## src/rtl/bypass_rf_client.sv

```systemverilog
// Initiator-side client for the bypass register file: reserve, read, write, free.
// Optional stall counters are enabled with `define BYPASS_RF_CLIENT_STATS_EN.
module bypass_rf_client #(
    parameter int addr_width = 5,
    parameter int data_width = 32,
    parameter int name_width = 2
) (
    input  logic                  CLK,
    input  logic                  RST,
    input  logic                  REQ_VALID,
    output logic                  REQ_READY,
    input  logic [addr_width-1:0] REQ_RS1,
    input  logic [addr_width-1:0] REQ_RS2,
    input  logic [addr_width-1:0] REQ_RD,
    input  logic                  REQ_HAS_RD,
    output logic                  OP_VALID,
    input  logic                  OP_READY,
    output logic [data_width-1:0] OP_A,
    output logic [data_width-1:0] OP_B,
    output logic [name_width-1:0] OP_NAME,
    output logic                  OP_HAS_RD,
    input  logic                  WB_VALID,
    output logic                  WB_READY,
    input  logic [name_width-1:0] WB_NAME,
    input  logic [data_width-1:0] WB_DATA,
    output logic [addr_width-1:0] RF_ADDR_IN,
    output logic                  RF_ALLOC_E,
    input  logic                  RF_ALLOC_READY,
    input  logic [name_width-1:0] RF_NAME_OUT,
    output logic [addr_width-1:0] RF_ADDR_1,
    output logic [addr_width-1:0] RF_ADDR_2,
    output logic                  RF_RRESE_1,
    output logic                  RF_RRESE_2,
    input  logic                  RF_RRES_READY_1,
    input  logic                  RF_RRES_READY_2,
    input  logic [name_width-1:0] RF_RNAME_1,
    input  logic [name_width-1:0] RF_RNAME_2,
    output logic [name_width-1:0] RF_NAME_1,
    output logic [name_width-1:0] RF_NAME_2,
    input  logic [data_width-1:0] RF_D_OUT_1,
    input  logic [data_width-1:0] RF_D_OUT_2,
    input  logic                  RF_VALID_1,
    input  logic                  RF_VALID_2,
    output logic                  RF_FE_1,
    output logic                  RF_FE_2,
    output logic [name_width-1:0] RF_RD_F_1,
    output logic [name_width-1:0] RF_RD_F_2,
    output logic                  RF_WE,
    output logic [name_width-1:0] RF_NAME_IN,
    output logic [data_width-1:0] RF_D_IN,
    output logic                  RF_WFE,
    output logic [name_width-1:0] RF_W_F,
    input  logic                  RF_F_READY
`ifdef BYPASS_RF_CLIENT_STATS_EN
    ,
    output logic [15:0]           STALL_RES_CNT,
    output logic [15:0]           STALL_WAIT_CNT
`endif
);

    localparam int NUM_NAMES = 2 ** name_width;

    typedef logic [name_width-1:0] name_t;
    typedef enum logic [1:0] {S_IDLE, S_RES, S_WAIT, S_PRESENT} state_t;

    state_t                state_q, state_d;
    logic [addr_width-1:0] rs1_q, rs1_d, rs2_q, rs2_d, rd_q, rd_d;
    logic                  has_rd_q, has_rd_d;
    name_t                 rname1_q, rname1_d, rname2_q, rname2_d;
    logic [data_width-1:0] op_a_q, op_a_d, op_b_q, op_b_d;
    name_t                 op_name_q, op_name_d;
    logic [NUM_NAMES-1:0]  live_q, live_d, written_q, written_d;
    name_t                 free_ptr_q, free_ptr_d;
    logic                  res_fire, wait_fire, wb_fire;

    assign res_fire  = RF_RRES_READY_1 & RF_RRES_READY_2 &
                       (RF_ALLOC_READY | ~has_rd_q);
    assign wait_fire = RF_VALID_1 & RF_VALID_2;

    assign REQ_READY  = (state_q == S_IDLE) & RST;
    assign OP_VALID   = (state_q == S_PRESENT);
    assign OP_A       = op_a_q;
    assign OP_B       = op_b_q;
    assign OP_NAME    = op_name_q;
    assign OP_HAS_RD  = has_rd_q;
    assign RF_ADDR_1  = rs1_q;
    assign RF_ADDR_2  = rs2_q;
    assign RF_ADDR_IN = rd_q;
    assign RF_NAME_1  = rname1_q;
    assign RF_NAME_2  = rname2_q;
    assign RF_RD_F_1  = rname1_q;
    assign RF_RD_F_2  = rname2_q;

    assign WB_READY   = live_q[WB_NAME] & ~written_q[WB_NAME];
    assign wb_fire    = WB_VALID & WB_READY;
    assign RF_WE      = wb_fire;
    assign RF_NAME_IN = WB_NAME;
    assign RF_D_IN    = WB_DATA;
    assign RF_W_F     = free_ptr_q;
    assign RF_WFE     = live_q[free_ptr_q] & written_q[free_ptr_q] & RF_F_READY;

    // Read FSM next state, atomic reservations and operand capture
    always_comb begin
        state_d    = state_q;
        rs1_d      = rs1_q;
        rs2_d      = rs2_q;
        rd_d       = rd_q;
        has_rd_d   = has_rd_q;
        rname1_d   = rname1_q;
        rname2_d   = rname2_q;
        op_a_d     = op_a_q;
        op_b_d     = op_b_q;
        op_name_d  = op_name_q;
        RF_RRESE_1 = 1'b0;
        RF_RRESE_2 = 1'b0;
        RF_ALLOC_E = 1'b0;
        RF_FE_1    = 1'b0;
        RF_FE_2    = 1'b0;
        unique case (state_q)
            S_IDLE: begin
                if (REQ_VALID) begin
                    rs1_d    = REQ_RS1;
                    rs2_d    = REQ_RS2;
                    rd_d     = REQ_RD;
                    has_rd_d = REQ_HAS_RD;
                    state_d  = S_RES;
                end
            end
            S_RES: begin
                if (res_fire) begin
                    RF_RRESE_1 = 1'b1;
                    RF_RRESE_2 = 1'b1;
                    RF_ALLOC_E = has_rd_q;
                    rname1_d   = RF_RNAME_1;
                    rname2_d   = RF_RNAME_2;
                    op_name_d  = has_rd_q ? RF_NAME_OUT : '0;
                    state_d    = S_WAIT;
                end
            end
            S_WAIT: begin
                if (wait_fire) begin
                    op_a_d  = RF_D_OUT_1;
                    op_b_d  = RF_D_OUT_2;
                    state_d = S_PRESENT;
                end
            end
            S_PRESENT: begin
                if (OP_READY) begin
                    RF_FE_1 = 1'b1;
                    RF_FE_2 = 1'b1;
                    state_d = S_IDLE;
                end
            end
            default: state_d = S_IDLE;
        endcase
    end

    // Write-name tracking: allocate, mark written, free in allocation order
    always_comb begin
        live_d     = live_q;
        written_d  = written_q;
        free_ptr_d = free_ptr_q;
        if (RF_ALLOC_E) begin
            live_d[RF_NAME_OUT] = 1'b1;
        end
        if (wb_fire) begin
            written_d[WB_NAME] = 1'b1;
        end
        if (RF_WFE) begin
            live_d[free_ptr_q]    = 1'b0;
            written_d[free_ptr_q] = 1'b0;
            free_ptr_d            = free_ptr_q + name_t'(1);
        end
    end

    // State registers
    always_ff @(posedge CLK or negedge RST) begin
        if (!RST) begin
            state_q    <= S_IDLE;
            rs1_q      <= '0;
            rs2_q      <= '0;
            rd_q       <= '0;
            has_rd_q   <= 1'b0;
            rname1_q   <= '0;
            rname2_q   <= '0;
            op_a_q     <= '0;
            op_b_q     <= '0;
            op_name_q  <= '0;
            live_q     <= '0;
            written_q  <= '0;
            free_ptr_q <= '0;
        end else begin
            state_q    <= state_d;
            rs1_q      <= rs1_d;
            rs2_q      <= rs2_d;
            rd_q       <= rd_d;
            has_rd_q   <= has_rd_d;
            rname1_q   <= rname1_d;
            rname2_q   <= rname2_d;
            op_a_q     <= op_a_d;
            op_b_q     <= op_b_d;
            op_name_q  <= op_name_d;
            live_q     <= live_d;
            written_q  <= written_d;
            free_ptr_q <= free_ptr_d;
        end
    end

`ifdef BYPASS_RF_CLIENT_STATS_EN
    logic [15:0] stall_res_q, stall_res_d, stall_wait_q, stall_wait_d;

    assign STALL_RES_CNT  = stall_res_q;
    assign STALL_WAIT_CNT = stall_wait_q;

    // Saturating stall counters for blocked reservation and operand wait
    always_comb begin
        stall_res_d  = stall_res_q;
        stall_wait_d = stall_wait_q;
        if (state_q == S_RES && !res_fire && stall_res_q != 16'hFFFF) begin
            stall_res_d = stall_res_q + 16'd1;
        end
        if (state_q == S_WAIT && !wait_fire && stall_wait_q != 16'hFFFF) begin
            stall_wait_d = stall_wait_q + 16'd1;
        end
    end

    // Stall counter registers
    always_ff @(posedge CLK or negedge RST) begin
        if (!RST) begin
            stall_res_q  <= '0;
            stall_wait_q <= '0;
        end else begin
            stall_res_q  <= stall_res_d;
            stall_wait_q <= stall_wait_d;
        end
    end
`endif

endmodule

```

## config.mk

```make
export PLATFORM = sky130hd
export DESIGN_NAME = bypass_rf_client
export DESIGN_NICKNAME = d
export VERILOG_FILES = /design/src/rtl/bypass_rf_client.sv
export SDC_FILE = /design/constraint.sdc
export NUM_CORES = 1
export LEC_CHECK = 0
export ABC_AREA = 1
export CAP_MARGIN = 20
export CORE_MARGIN = 2
export CORE_UTILIZATION = 37
export DETAILED_ROUTE_END_ITERATION = 8
export PLACE_DENSITY_LB_ADDON = 0.15
export RECOVER_POWER = 25
export SLEW_MARGIN = 20
export SYNTH_ARGS = -nofsm -noshare
export SYNTH_HDL_FRONTEND = slang
export SYNTH_SLANG_ARGS = --single-unit
export TNS_END_PERCENT = 20
```

## constraint.sdc

```tcl
create_clock -name CLK -period 2.1 [get_ports CLK]
set_clock_uncertainty 0.1 [all_clocks]
set_input_delay 0.42 -clock CLK [delete_from_list [all_inputs] [get_ports CLK]]
set_output_delay 0.42 -clock CLK [all_outputs]
set_load 0.02 [all_outputs]
```

==> reports/metrics.cfg <==
[outcome]
outcome=completed

[setup_path]
crit_required_ps=1580
setup.worst_path.start_class=input pin
critPathMaxFanout=8
worst_r2r_path_depth=5
rrSetupSlack_ps=400
critPathLaunch=WB_NAME[0]
crit_arrival_ps=1490
r2r_end=OP_A[15]
reg2reg_from=state_q[1]
worstSetupPathType=in -> out
worstSetupEndpointType=output port

[clock_tree]
clockBufferDepth=2
cts-root-buf=clkbuf_16
post_cts_buffers=0
insertion_delay_ps=340
cts_buffers=9
clkSinkCount=98
path_clk_slew_ps=70
h-tree-depth=3
cts_tree=done

[cells_and_area]
layout_common_cells=clkdlybuf4s50_1, dfrtp_1, mux2_2, nand2_1, inv_1
multiInputGateArea_sq_um=1440
nets=674
nFillCells=996
area.growth.synth_to_final_pct=50.8
final_common_cell=clkdlybuf4s50_1
n_antenna_cell=0
seqCellArea_sq_um=2450
drive_gt1_share_pct=22.8
finalNonFillerCells=683

[pwr]
leakage_uw=0.00297
sequentialPowerShare_pct=33.5
vdd_ir_drop_max_mv=0.720
comb_power_share_pct=49.8
intPower_uw=6410
switching_power_uw=3610
power_frac_clock_pct=16.7
fin_total_pwr_uw=10000
switching_share_pct=36.0
powerDensity_nw_per_um2=1520

[sta]
fin_crit_ps=2010
fin_crit_sh_pct=95.9
relSlewSlack_pct=51.6
slew_viol_final=0
hold_viol_final=0
rsz0062_at_grt=false
tightest_slew_ps=726
whs_ps=72.4
max_freq_mhz=496
setup_violations=0

[synth]
synth_cells=351
synth_seq_area_share_pct=56.0
yosysWarnings=0
netlist_area_sq_um=4380
avgSynthCellArea_sq_um=12.5
synth_cell_types=21
syn_nets=490
ys_ff_latch=98

[route]
drt-pass1-iter-count=4
drc=0
wl_um=10800
viasPerCell=4.67
detail-route-antenna-nets=0
drtIter0Drc=181
vias=3187
wl_per_cell_um=15.8

[global_routing]
grt_first_pass_wirelength_um=17400
grt_antenna_before_repair=0
grt_max_degree=58
grt_pass1_vias=3437
grt_overflow=0
track_usage_pct=17.3

[worst_hold_path]
hold_class=in -> async

[floorplan]
die_h_um=113
start_util_pct=38.2
core.rowCount=39
ios=267
die_x_um=113
die-area_sq_um=12700
core_region_area_sq_um=11500

[placement]
place.gp.congestion=0.816
placed_cells=667
port_buffers=202
dp_hpwl_um=8170

[run]
cap_violations=0

-- metal layers --
layer | wire, um | GRT usage, %
met5 | 0 | 0
met4 | 150 | 6.75
met3 | 1150 | 6.91
met2 | 5270 | 29.1
met1 | 4220 | 19.9
-- logic make-up after synthesis --
group	count (synthesis)	synth area share [%]
compound gates	19	2.31
xor+xnor	1	0.200
fa+ha+maj	8	2.29
buf+inv	73	11.2
flops	98	56.0
mux	79	20.7
simple gates	73	7.29
-- state kept, by name, indices dropped and copies added, names as in the netlist --
| name | flops |
|---|---|
| OP_HAS_RD | 1 |
| RF_NAME_1 | 2 |
| state_q | 2 |
| OP_B | 32 |
| RF_ADDR_IN | 5 |
| OP_A | 32 |
| RF_W_F | 2 |
| live_q | 4 |
| RF_ADDR_1 | 5 |
| RF_NAME_2 | 2 |
| RF_ADDR_2 | 5 |
| OP_NAME | 2 |
| written_q | 4 |
-- timing repair --
item,in CTS,in global routing
pin swaps,0,0
cloned,0,0
hold endpoints to repair,0,0
hold buffers,0,0
gates resized for setup,17,13
setup endpoints to repair,12,7
-- through the flow --
stage               instance area (sq um)  setup WS [ps]  setup TNS (ps)  util, %
floorplan                            4380            163               0        -
global placement                     6350           -543           -2040     55.4
detailed placement                   6350           -691           -2440     55.4
CTS                                  6650          -21.2           -41.2     57.9
global route                         6610           15.6               0     57.6
finish                               6610           85.1               0     57.6
-- cell type report --
type                    instances  area share, %
well taps                     143           2.71
multi-input cells             180           21.8
inverters                      25           1.42
clock inverters                 6          0.985
repair buffers                221           32.4
flip-flops and latches         98           37.1
clock buffers                  10           3.62
-- critical path, stage by stage --
cell	delay, ps
clkdlybuf4s15_2	260
inv_1	110
nand3_1	80
nand2_1	70
nor2_2	130
nand2_1	80
inv_1	50
clkdlybuf4s15_1	280
-- synthesized netlist by cell type --
cell type   n  area, sq um
a21oi_1     7         35.0
a31oi_1     2         12.5
buf_2       1         5.00
buf_4      41          308
clkbuf_8    6         82.6
dfrtp_1    98         2450
ha_1        8          100
inv_1      25         93.8
mux2_2     74          833
mux2_4      5         75.1
nand2_1    35          131
nand2_2     1         6.26
nand3_1    11         55.1
nand3_4     1         17.5
nand4_1     5         31.3
nor2_1     19         71.3
nor2_2      1         6.26
o211ai_1    1         7.51
o21ai_0     8         40.0
o22ai_1     1         6.26
xor2_1      1         8.76
-- power groups by stage --
stage                     Combinational (uW)  Sequential, uW  Clock (uW)
final                                   4990            3360        1670
after global routing                    5330            3500        1800
after CTS                               5080            3370        1730
after detailed placement                5100            3390           0
after global placement                  5040            3350           0
after floorplan                         1630            4390           0
-- how the worst max path moves through the flow --
stage | to | slack (ps)
5_1_grt | WB_READY | 20
4_1_cts | RF_RRESE_1 | -20
3_3_place_gp | RF_WE | -540
6_report | WB_READY | 90
3_5_place_dp | RF_WE | -690
2_1_floorplan | RF_RRESE_2 | 160
Power figures use the tool's default switching activity.
==> variant 1, RTL diff (same settings) <==
Change the parameter `addr_width` from 5 to 4.
--- a/src/rtl/bypass_rf_client.sv
+++ b/src/rtl/bypass_rf_client.sv
@@ -3,3 +3,3 @@
 module bypass_rf_client #(
-    parameter int addr_width = 5,
+    parameter int addr_width = 4,
     parameter int data_width = 32,
Interface: changed (6 resized); port bits go from 267 to 261. The function was not compared with the original's and may differ.
==> variant 1 against the original RTL <==
Sequential cell count down 3; design area down 2.2%; first-iteration DRC count down 44%; setup slack worse by 7.2 ps; critical path depth down 3; area after synthesis down 2.5%; wire length down 1.0%; count of clock-buffer cells in the layout unchanged; power down 1.7%; via count down 1.4%; global-route usage up 0.42 points; synthesized cell count down 1.7%; highest routed layer unchanged.
==> variant 1: results (changes against the original RTL) <==
Outcome
  • Outcome: complete, no violations

Placement
  • DP Wirelength: 8340 um (+2.1%)
  • Placer Congestion: 0.796 (-2.5%)
  • Pre-CTS WS: -618 ps (+72.3 ps)
  • Placement Cell Area: 6190 um2 (-2.5%)
  • Port Buffers: 196 (-3.0%)

Global routing
  • Vias in the first global route: 3,438 (+0.029%)
  • Largest net degree at the start of global routing: 50 (-14%)
  • First-pass GRT wire length: 17,300 um (-0.60%)
  • All-Layer GR Usage: 17.7% (+0.42 points)
  • Antenna violations before repair: 0 (unchanged)

Route
  • Routed WL: 10,700 um (-1.0%)
  • DR iter-0 viols: 102 (-44%)
  • Drt pass-1 iters: 4 (unchanged)
  • Met2 routed WL: 5550 um (+5.3%)
  • DR vias: 3,141 (-1.4%)
  • Met3 WL: 974 um (-16%)
  • WL met1: 3870 um (-8.4%)
  • Highest metal used: met4

Finish
  • Layout cells sized above 1: 23.7% (+0.95 points)
  • Diode count: 0 (unchanged)
  • Fill cell count: 1,002 (+0.60%)
  • Nets: 662 (-1.8%)
  • Final std cells w/o fill: 674 (-1.3%)

Logic synthesis
  • Syn nets: 481 (-1.8%)
  • Post-synth cell types: 20 (-4.8%)
  • Register area share after synthesis: 55.7% (-0.30 points)
  • Main area contributors after synthesis: dfrtp_1, mux2_2, buf_4
  • Yosys warns: 0 (unchanged)
  • Avg Cell Area, Syn: 12.4 um2 (-0.85%)
  • Post-synth top cells: dfrtp_1, mux2_2, buf_4
  • Fraction of registers with async set/reset: 100% (unchanged)

Clocking
  • Deepest clock path buffer count: 2 (unchanged)
  • TritonCTS Buffers: 9 (unchanged)
  • CTS Root Cell: clkbuf_16
  • # resized after CTS: 18 (+1)

Critical path
  • Worst r2r src: state_q[0]
  • Reg2Reg Setup Slack: 330 ps (-70 ps)
  • Critical path's largest stage delay: 390 ps (+110 ps)
  • Critical path peak fanout: 3 (-5)
  • R2R Path End: OP_B[19]
  • Critical path's slowest cell: dfrtp_1

STA
  • Slew @ Worst Pin: 621 ps (-104 ps)
  • Hold_ws: 210 ps (+137 ps)

Min path
  • Worst Hold Class: in -> async

Power and ir drop
  • Leakage: 2.92 nW (-1.7%)
  • Peak VDD IR: 0.836 mV (+16%)
## variant 1: cell count changes after synthesis, sizes merged
| cell | before | now |
|---|---|---|
| mux2 | 79 | 76 |
| dfrtp | 98 | 95 |
## variant 1: final cells by class
class | instances | area (um2) | area share, %
multi-input combinational | 177 | 1400 | 21.7
timing repair buffer | 218 | 2090 | 32.3
inverter | 25 | 93.8 | 1.45
clock inverter | 6 | 83.8 | 1.30
clock buffer | 10 | 239 | 3.70
sequential | 95 | 2380 | 36.8
tap | 143 | 179 | 2.77
## variant 1: logic make-up after synthesis
family | share of synthesized area (%)
buf+inv | 11.5
mux | 20.5
compound gates | 2.37
xor+xnor | 0.205
simple gates | 7.42
flops | 55.7
fa+ha+maj | 2.35
## variant 1: routing by layer
| metal | vias up | track usage (%) |
|---|---|---|
| met3 | 34 | 6.80 |
| met1 | 1514 | 18.8 |
| met2 | 124 | 31.1 |
| met5 | - | 0 |
| li1 | 1469 | - |
| met4 | 0 | 8.31 |
## variant 1: worst max-delay path by stage
stage / from / to / slack [ps] / cells past startpoint
2_1_floorplan: OP_HAS_RD / RF_RRESE_2 / 160 / 4
3_3_place_gp: WB_NAME[0] / RF_WE / -530 / 8
6_report: state_q[1] / RF_FE_1 / 80 / 5
4_1_cts: state_q[1] / RF_RRESE_1 / -8 / 5
3_5_place_dp: WB_NAME[0] / RF_WE / -620 / 8
5_1_grt: state_q[1] / RF_FE_1 / -10 / 5
## variant 1: where the power goes
group          internal [mW]  switching, mW  leakage [nW]  total [mW]
clock                   1.07          0.686         0.162        1.76
sequential              2.74          0.521          1.15        3.26
combinational           2.55           2.28          1.61        4.83
==> variant 2, RTL diff (config.mk and constraints unchanged) <==
Made on the original files. Encoding of `state_t`: now one-hot (4 bits for 4 states).
--- a/src/rtl/bypass_rf_client.sv
+++ b/src/rtl/bypass_rf_client.sv
@@ -63,3 +63,3 @@
     typedef logic [name_width-1:0] name_t;
-    typedef enum logic [1:0] {S_IDLE, S_RES, S_WAIT, S_PRESENT} state_t;
+    typedef enum logic [3:0] {S_IDLE = 4'b0001, S_RES = 4'b0010, S_WAIT = 4'b0100, S_PRESENT = 4'b1000} state_t;
 
Formal check against the unedited RTL: same outputs for any inputs over 10 cycles, from zero or initial values and one cycle with RST low; not proved beyond that.
==> variant 2 against the original RTL <==
Power is 17% lower; wire length grew 4.6%; cell count increased by 21%; sequential cell count up 2; die area is 2.5% higher; clock power up 7%; setup slack got worse by 71 ps; design area rose by 1.9%; area after synthesis up 2.6%; highest routed layer unchanged.
==> variant 2: results (changes against the original RTL) <==
Route
  • Routed WL: 11,300 um (+4.6%)
  • Final antenna-violating net count: 0 (unchanged)
  • Drt pass-1 iters: 4 (unchanged)
  • DR iter-0 viols: 190 (+5.0%)
  • Vias/cell: 4.54 (-2.7%)
  • WL/cell: 13.7 um (-13%)

Power and ir drop
  • Fraction of power spent switching nets: 34.6% (-1.4 points)
  • Clock group share of total power: 21.4% (+4.7 points)
  • Sequential share of power: 36.5% (+3.0 points)
  • Peak VDD IR: 0.509 mV (-29%)
  • Leakage: 3.34 nW (+12%)
  • Sequential Power: 3.04 mW (-9.5%)

Critical path
  • Worst r2r src: state_q[2]
  • Critical path's largest stage delay: 460 ps (+180 ps)
  • Critical path's slowest cell: clkdlybuf4s50_1
  • Crit path arrival time: 1570 ps (+80 ps)
  • Worst-case reg-to-reg path depth: 4 (-1)
  • Critical path peak fanout: 5 (-3)
  • R2R Path End: RF_ADDR_2[1]
  • Reg2Reg Setup Slack: 290 ps (-110 ps)

STA
  • Slew HR: 23.6% (-28 points)
  • Final Slew Violations: 0 (unchanged)
  • Hold_ws: 304 ps (+231 ps)

Global routing
  • Vias in the first global route: 3,719 (+8.2%)
  • GR Overflow Total: 0 (unchanged)
  • All-Layer GR Usage: 17.6% (+0.29 points)
  • Antenna violations before repair: 0 (unchanged)
  • Largest net degree at the start of global routing: 66 (+14%)
  • First-pass GRT wire length: 18,300 um (+4.7%)

Placement
  • DP Wirelength: 8270 um (+1.2%)
  • Placement Cell Area: 6430 um2 (+1.3%)
  • Pre-CTS WS: -652 ps (+38.7 ps)
  • Port Buffers: 202 (unchanged)
  • Placer Congestion: 0.890 (+9.0%)

Logic synthesis
  • Register area share after synthesis: 55.7% (-0.26 points)
  • Fraction of registers with async set/reset: 100% (unchanged)
  • Cells after synthesis: 495 (+41%)
  • Syn nets: 630 (+29%)
  • Post-synth top cells: nand2_1, dfrtp_1, buf_4
  • Post-synth cell types: 28 (+33%)
  • Main area contributors after synthesis: dfrtp_1, nand2_1, buf_4
  • Most common flop cell mapped by yosys: dfrtp_1

Clocking
  • Htree depth: 3 (unchanged)
  • Deepest clock path buffer count: 2 (unchanged)
  • CTS clock-pin slew for the worst setup and hold paths: 70 ps (about the same)
  • Worst-Skew Late Latency: 340 ps (about the same)
  • TritonCTS Buffers: 9 (unchanged)

Finish
  • Layout cells sized above 1: 9.57% (-13 points)
  • P&R area growth vs syn: 49.8%
  • Fill cell count: 1,103 (+11%)
  • Nets: 810 (+20%)

Min path
  • Worst Hold Class: in -> async

Outcome
  • Outcome: complete, no violations
[variant 2: changes by cell type after synthesis, moves of 4 or more]
| cell | delta |
|---|---|
| ha_1 | -4 |
| o21ai_0 | -7 |
| clkbuf_8 | -6 |
| nand2_1 | +196 |
| inv_1 | +4 |
| buf_6 | +13 |
| mux2_1 | +7 |
| mux2_2 | -66 |
| mux2_4 | -5 |
[variant 2: timing repair]
| action | CTS | global route |
|---|---|---|
| pin swaps | 0 | 1 |
| setup buffers | 0 | 1 |
| setup endpoints to repair | 12 | 8 |
| cloned | 0 | 0 |
| gates resized for setup | 25 | 15 |
[variant 2: final cells by class]
class                   count  area share, %
flip-flops and latches    100           37.2
clock inverters             4           1.08
multi-input cells         309           21.1
clock buffers              11           3.76
inverters                  30           1.67
well taps                 147           2.73
repair buffers            225           32.4
[variant 2: critical path, delay by kind of cell]
kind	cells	cell delay, ps
buf+inv	2	660
compound gates	1	230
simple gates	2	270
[variant 2: worst max-delay path by stage]
stage	slack (ps)	from	to
2_1_floorplan	30	state_q[1]	RF_FE_2
3_5_place_dp	-650	WB_NAME[0]	RF_WE
4_1_cts	-140	RF_RRES_READY_2	RF_RRESE_1
3_3_place_gp	-560	WB_NAME[0]	RF_WE
6_report	10	RF_RRES_READY_1	RF_RRESE_1
5_1_grt	-80	RF_RRES_READY_2	RF_RRESE_1
[variant 2: metal layers]
metal	part of all wire (%)	global-route usage [%]	up-vias	routed length, um
met5	0	0	-	0
met4	1.4	6.67	0	154
met3	9.3	6.09	12	1050
met2	47	28.5	155	5270
met1	43	21.9	1746	4830
li1	-	-	1838	-
[variant 2: logic make-up after synthesis]
group | synth area share, %
compound gates | 1.64
xor+xnor | 0.195
fa+ha+maj | 1.11
buf+inv | 12.8
flops | 55.7
mux | 3.76
simple gates | 24.8
